**config.mk**
```make
export PLATFORM = sky130hd
export DESIGN_NAME = wb_intc
export DESIGN_NICKNAME = d
export VERILOG_FILES = /design/src/rtl/intc_pkg.sv /design/src/rtl/intc_sync.sv /design/src/rtl/wb_intc.sv
export SDC_FILE = /design/constraint.sdc
export NUM_CORES = 1
export LEC_CHECK = 0
export ABC_AREA = 1
export CAP_MARGIN = 20
export CORE_ASPECT_RATIO = 2
export CORE_MARGIN = 3
export CORE_UTILIZATION = 43
export CTS_CLUSTER_SIZE = 8
export DETAILED_ROUTE_END_ITERATION = 6
export PLACE_DENSITY = 0.82
export SLEW_MARGIN = 25
export SYNTH_ARGS = -nofsm -noshare
export SYNTH_HDL_FRONTEND = slang
export SYNTH_SLANG_ARGS = --single-unit
```
**constraint.sdc**
```tcl
create_clock -name clk_i -period 3 [get_ports clk_i]
set_clock_uncertainty 0.05 [all_clocks]
set_input_delay 0.9 -clock clk_i [delete_from_list [all_inputs] [get_ports clk_i]]
set_output_delay 0.9 -clock clk_i [all_outputs]
set_load 0.005 [all_outputs]
```
**src/rtl/intc_pkg.sv**
```systemverilog
// intc_pkg: shared definitions for the wb_intc interrupt controller.
//   - register offsets decoded from adr_i[2:0]
//   - request FSM state type
//   - priority encoder (lowest set bit wins)
package intc_pkg;

  localparam logic [2:0] REG_RAW     = 3'd0;
  localparam logic [2:0] REG_ENABLE  = 3'd1;
  localparam logic [2:0] REG_PENDING = 3'd2;
  localparam logic [2:0] REG_EDGE    = 3'd3;
  localparam logic [2:0] REG_ACTIVE  = 3'd4;

  typedef enum logic [1:0] {
    IDLE = 2'd0,
    REQ  = 2'd1,
    GAP  = 2'd2
  } state_t;

  // Index of the lowest set bit; 0 when nothing is set (callers gate on |v).
  function automatic logic [3:0] prio_index(input logic [15:0] v);
    logic [3:0] idx;
    idx = '0;
    for (int unsigned i = 16; i > 0; i--) begin
      if (v[i-1]) idx = 4'(i - 1);
    end
    return idx;
  endfunction

endpackage

```
**src/rtl/intc_sync.sv**
```systemverilog
// intc_sync: two-flop synchroniser for one asynchronous interrupt line,
// plus a flop holding the previous synchronised value for edge detection.
//   clk, rst : system clock, asynchronous active-high reset
//   d        : raw asynchronous input
//   level    : synchronised level
//   rise     : one-cycle pulse on a 0->1 transition of level
module intc_sync (
  input  logic clk,
  input  logic rst,
  input  logic d,
  output logic level,
  output logic rise
);

  logic meta;
  logic sync;
  logic prev;

  always_ff @(posedge clk or posedge rst) begin
    if (rst) begin
      meta <= 1'b0;
      sync <= 1'b0;
      prev <= 1'b0;
    end else begin
      meta <= d;
      sync <= meta;
      prev <= sync;
    end
  end

  assign level = sync;
  assign rise  = sync & ~prev;

endmodule

```
**src/rtl/wb_intc.sv**
```systemverilog
// wb_intc: Wishbone-mapped interrupt controller.
// Synchronises SOURCES interrupt lines, applies per-source enable and
// edge/level mode, and presents the lowest-index pending+enabled source
// as irq_req/irq_vec to the CPU interface until irq_ack.
//   clk_i, rst_i        : clock, asynchronous active-high reset
//   cyc_i, stb_i, we_i,
//   adr_i, sel_i, dat_i : Wishbone slave inputs (adr_i[2:0] decoded)
//   ack_o, dat_o        : Wishbone acknowledge / read data
//   irq_i               : raw asynchronous interrupt lines
//   irq_req, irq_vec    : request and vector to CPU interface
//   irq_ack             : one-cycle acknowledge from CPU interface
module wb_intc
  import intc_pkg::*;
#(
  parameter int unsigned SOURCES  = 8,
  parameter logic [7:0]  VEC_BASE = 8'd64
) (
  input  logic               clk_i,
  input  logic               rst_i,
  input  logic               cyc_i,
  input  logic               stb_i,
  input  logic               we_i,
  input  logic [29:0]        adr_i,
  input  logic [3:0]         sel_i,
  input  logic [31:0]        dat_i,
  output logic               ack_o,
  output logic [31:0]        dat_o,
  input  logic [SOURCES-1:0] irq_i,
  output logic               irq_req,
  output logic [7:0]         irq_vec,
  input  logic               irq_ack
);

  logic [SOURCES-1:0] raw;
  logic [SOURCES-1:0] rise;
  logic [SOURCES-1:0] enable;
  logic [SOURCES-1:0] edge_mode;
  logic [SOURCES-1:0] pending;
  logic [SOURCES-1:0] pend_next;
  logic [SOURCES-1:0] clr;
  logic [SOURCES-1:0] wmask;
  logic [SOURCES-1:0] wdat;
  logic [15:0]        cand;
  logic [3:0]         win;
  logic [3:0]         act_idx;
  logic [31:0]        rdata;
  logic               wb_req;
  logic               wr;
  state_t             state;
  logic               unused;

  for (genvar g = 0; g < SOURCES; g++) begin : g_sync
    intc_sync u_sync (
      .clk   (clk_i),
      .rst   (rst_i),
      .d     (irq_i[g]),
      .level (raw[g]),
      .rise  (rise[g])
    );
  end

  assign wb_req = cyc_i & stb_i & ~ack_o;
  assign wr     = wb_req & we_i;
  assign wdat   = dat_i[SOURCES-1:0];
  assign unused = ^{adr_i, sel_i, dat_i};

  always_comb begin
    wmask = '0;
    for (int unsigned i = 0; i < SOURCES; i++) begin
      wmask[i] = (i < 8) ? sel_i[0] : sel_i[1];
    end
  end

  // Clear sources: software write-1-to-clear and the CPU acknowledge.
  // Only edge-mode bits use clr; level bits just track the line, and a
  // fresh rise wins over a simultaneous clear.
  always_comb begin
    clr = '0;
    if (wr && adr_i[2:0] == REG_PENDING) clr = wdat & wmask;
    if (state == REQ && irq_ack) begin
      for (int unsigned i = 0; i < SOURCES; i++) begin
        if (act_idx == 4'(i)) clr[i] = 1'b1;
      end
    end
    pend_next = (edge_mode & (rise | (pending & ~clr))) | (~edge_mode & raw);
  end

  always_comb begin
    cand = '0;
    cand[SOURCES-1:0] = pending & enable;
    win = prio_index(cand);
  end

  always_comb begin
    rdata = '0;
    case (adr_i[2:0])
      REG_RAW:     rdata[SOURCES-1:0] = raw;
      REG_ENABLE:  rdata[SOURCES-1:0] = enable;
      REG_PENDING: rdata[SOURCES-1:0] = pending;
      REG_EDGE:    rdata[SOURCES-1:0] = edge_mode;
      REG_ACTIVE:  rdata[8:0]         = {irq_req, irq_vec};
      default:     rdata              = '0;
    endcase
  end

  always_ff @(posedge clk_i or posedge rst_i) begin
    if (rst_i) begin
      ack_o     <= 1'b0;
      dat_o     <= '0;
      enable    <= '0;
      edge_mode <= '0;
      pending   <= '0;
    end else begin
      ack_o   <= wb_req;
      dat_o   <= (wb_req && !we_i) ? rdata : '0;
      pending <= pend_next;
      if (wr) begin
        case (adr_i[2:0])
          REG_ENABLE: enable    <= (enable & ~wmask) | (wdat & wmask);
          REG_EDGE:   edge_mode <= (edge_mode & ~wmask) | (wdat & wmask);
          default: ;
        endcase
      end
    end
  end

  always_ff @(posedge clk_i or posedge rst_i) begin
    if (rst_i) begin
      state   <= IDLE;
      irq_req <= 1'b0;
      irq_vec <= '0;
      act_idx <= '0;
    end else begin
      case (state)
        IDLE: begin
          if (|cand) begin
            act_idx <= win;
            irq_vec <= VEC_BASE + {4'b0000, win};
            irq_req <= 1'b1;
            state   <= REQ;
          end
        end
        // Request is held regardless of the source state until acked.
        REQ: begin
          if (irq_ack) begin
            irq_req <= 1'b0;
            state   <= GAP;
          end
        end
        GAP:     state <= IDLE;
        default: state <= IDLE;
      endcase
    end
  end

endmodule
```
# Yosys cells after proc, flatten, opt, wreduce, memory -nomap -nowiden
# Cells that the tools add are included.
[totals]
register_bits = 73
[op_classes]
muxes = 27
n_bitwise = 34
reduce_logical = 14
addsub = 1
eq_ne = 14
[ops]
columns = ["op", "count"]
rows = [
  ["bitwise AND 8 bit", 7],
  ["case mux 8 bit (5 select lines)", 1],
  ["bitwise OR 8 bit", 4],
  ["2-to-1 mux 4 bit", 7],
  ["NOT 8 bit", 3],
  ["equality test 4 x 3 -> 1 bit, second input constant", 4],
  ["2-to-1 mux 8 bit", 2],
  ["bitwise AND 1 bit", 11],
  ["2-to-1 mux 1 bit", 11],
  ["2-to-1 mux 9 bit", 1],
  ["NOT 1 bit", 9],
  ["adder 7 x 4 -> 8 bit, first input constant", 1],
  ["equality test 4 x 2 -> 1 bit, second input constant", 2],
  ["AND reduction 2 bit", 4],
  ["OR reduction 8 bit", 1],
  ["equality test 3 x 2 -> 1 bit, second input constant", 2],
  ["equality test 4 x 1 -> 1 bit, second input constant", 1],
  ["logical NOT 4 bit", 1],
  ["2-to-1 mux 2 bit", 2],
  ["!= test 2 bit, second input constant", 2],
  ["case mux 2 bit (2 select lines)", 1],
  ["equality test 3 x 1 -> 1 bit, second input constant", 1],
  ["equality test 3 bit, second input constant", 1],
  ["logical AND 1 bit", 3],
  ["8 further kinds", 8],
]

# Logic depth before layout (Yosys ltp)
[logic_depth]
depth_word = 12
depth_mapped = 10
mapped_depth_nobuf = 10

# Cells and area by module
# A second synthesis with hierarchy kept.
[unflattened]
cells_unflattened = 343
area_unflattened_um2 = 3025.4
[by_module_without_submodules]
columns = ["module", "n_inst", "area_each_um2", "cells_each", "seq_area_each_um2"]
rows = [
  ["wb_intc", 1, 2314.7, 295, 1026.0],
  ["intc_sync", 8, 88.8, 6, 75.1],
]

# Least setup slack after synthesis
# Ideal clock, no wire load.
[synth_path]
kind = "input to register"
start = "input stb_i"
end = "register with a tool-made name"
required_time_ns = 2.832
slack_ns = 1.119
arrival_ns = 1.713
cell_stages = 8
setup_time_ns = 0.118
path_cell_list = "inv_1 -> nor2_2 -> nand2_2 -> nor2_8 -> nand4_2 -> buf_6 -> nand2_2 -> o21ai_2"
[synth_lines]
columns = ["element", "line_no", "source"]
rows = [
  ["start: declaration", "wb_intc.sv:21", "input logic stb_i,"],
]

==> results.sh <==
export IMPL_cp_buffers_inverters=1
export IMPL_avgSynthCellArea_um2=9.33
export IMPL_die_w_um=64.4
export IMPL_synthFlopType="dfrtp_1"
export IMPL_critPathSlowestCell="clkdlybuf4s50_1"
export IMPL_cts_tree="built"
export IMPL_min_path_type="reg2reg"
export IMPL_routedWlPerCell_um=13.0
export IMPL_crit_family="buffers and inverters"
export IMPL_drtIter0Drc=155
export IMPL_cap_violations=0
export IMPL_synth_seq_cells=65
export IMPL_cts_buffers=9
export IMPL_start_util=0.444
export IMPL_powerDensity_nw_per_um2=653
export IMPL_cts_setup_buffers=0
export IMPL_hold_buffers=0
export IMPL_status="finished clean"
export IMPL_final_layout_size_suffix_gt1_frac=0.130
export IMPL_final_cell_mix="nand2_1 (89), dfrtp_1 (65), clkdlybuf4s50_1 (40)"
export IMPL_dp_hpwl_um=4280
export IMPL_timing_final_crit_share=0.748
export IMPL_htreeDepth=3
export IMPL_yosys_warnings=0
export IMPL_clockBufferDepth=2
export IMPL_cts_sinks=65
export IMPL_critical_path_arrival_ns=1.29
export IMPL_regArea_um2=1630
export IMPL_hold_viol_final=0
export IMPL_synth_seq_area_share=0.554
export IMPL_die_h_um=123
export IMPL_vdd_ir_drop_max_mv=0.313
export IMPL_start_kind="flop"
export IMPL_crit_required_ns=2.05
export IMPL_synth_area_um2=2940
export IMPL_grt_pass1_vias=2164
export IMPL_clk_pin_slew_ns=0.05
export IMPL_drv_slew=0
export IMPL_synth_edf_count=0
export IMPL_fmax_ghz=0.446
export IMPL_synth_async_reset_ratio=1.00
export IMPL_portBuffers=40
export IMPL_ys_types=30
export IMPL_cts_root_buf="clkbuf_16"
export IMPL_nNetsFinal=444
export IMPL_clk_latency_ns=0.33
export IMPL_antenna_cells=0
export IMPL_setup_viol=0
export IMPL_criticalPathCategory="reg2out"
export IMPL_core_area_um2=6620
export IMPL_via_per_inst=4.81
export IMPL_io_pins=122
export IMPL_totalWireLength_um=5940
export IMPL_areaGrowthSynthToFinish_pct=23.9
export IMPL_tns_ns=0
export IMPL_firstDrtPassIters=4
export IMPL_slowest_delay_ns=0.54
export IMPL_fin_hold_ws_ns=0.292
export IMPL_global_route_usage_total=0.169
export IMPL_vias=2196
export IMPL_grt_overflow_total=0
export IMPL_synth_cells=315
export IMPL_n_fill_cell=594
export IMPL_place_gp_congestion=0.928
export IMPL_post_cts_resized=0
export IMPL_multi_input_area_um2=1040
export IMPL_final_common_cell="nand2_1"
export IMPL_antenna_found_initial=0
export IMPL_tightest_slew_ns=0.647
export IMPL_p_leak_nw=1.77
export IMPL_drc=0
export IMPL_rows=42
export IMPL_rsz0062_at_grt="no"
export IMPL_worstSetupEndpointType="output pin"
export IMPL_crit_fanout=6
export IMPL_grt_max_degree=66
export IMPL_relSlewSlack=0.569
export IMPL_antenna_left=0
export IMPL_die_area_um2=7920
export IMPL_grt_pass1_wl_um=9950
export IMPL_period_needed_ns=2.24
export IMPL_cp_cell_sequence="clkdlybuf4s50_1"
cell type report:
cell class                      count  share of cell area
Clock buffer                       14              0.0781
Clock inverter                      2             0.00275
Inverter                           36              0.0371
Multi-Input combinational cell    209               0.285
Sequential cell                    65               0.447
Tap cell                           88              0.0303
Timing Repair Buffer               43               0.120
metal layers:
layer	part of all wire	wire, um	vias to the layer above	global-route usage
met3	0.061	365	22	0.0527
met2	0.52	3110	96	0.279
met1	0.37	2170	1027	0.177
met4	0.049	290	0	0.130
met5	0	0	-	0
li1	-	-	1051	-
cells by family (layout without fill, tap and decap cells):
| kind of cell | count (synthesis) | after routing | synth area share |
|---|---|---|---|
| AND/OR/NAND/NOR | 150 | 150 | 0.234 |
| flip-flops | 65 | 65 | 0.554 |
| AO/OA/AOI/OAI | 32 | 32 | 0.0847 |
| other | 1 | 27 | 0.00128 |
| buffers and inverters | 67 | 95 | 0.126 |
cells in the mapped netlist (2+ instances only):
library cell  number  share of area
buf_4             28          0.072
buf_6              2         0.0077
dfrtp_1           65           0.55
inv_1             34          0.043
inv_2              2         0.0026
nand2_1           89           0.11
nand2_2            3         0.0064
nand3_1           13          0.022
nand4_1           13          0.028
nor2_1            19          0.024
nor3_1             4         0.0068
o21ai_0            5         0.0085
o21ai_2           16          0.048
o22ai_1            2         0.0043
o2bb2ai_1          5          0.015
through the flow:
step | instances | utilization | total power [mW] | instance area (um^2) | worst slack [ns]
floorplan | 341 | - | 1.27 | 3040 | 0.424
global placement | 441 | 0.505 | 1.38 | 3340 | 0.568
detailed placement | 441 | 0.505 | 1.40 | 3340 | 0.501
CTS | 457 | 0.550 | 2.40 | 3640 | 0.750
global route | 457 | 0.550 | 2.50 | 3640 | 0.678
finish | 457 | 0.550 | 2.38 | 3640 | 0.756
power by group:
part / switching (mW) / leakage, nW / internal [mW]
sequential: 0.0747 / 0.809 / 0.965
clock: 0.342 / 0.149 / 0.646
combinational: 0.200 / 0.812 / 0.151
total: 0.616 / 1.77 / 1.76
final timing paths:
kind,from,endpoint,slack (ns),cells after the start
worst max-delay path,act_idx[0],irq_vec[0],0.76,1
worst min-delay path,g_sync[0].u_sync.meta,g_sync[0].u_sync.level,0.29,0
worst max register to register,pending[3],irq_vec[6],1.44,7
worst min register to register,g_sync[0].u_sync.meta,g_sync[0].u_sync.level,0.29,0
max in group asynchronous,rst_i,pending[2],1.70,3
min in group asynchronous,rst_i,g_sync[5].u_sync.level,0.90,3
(Power assumes the default switching activity.)
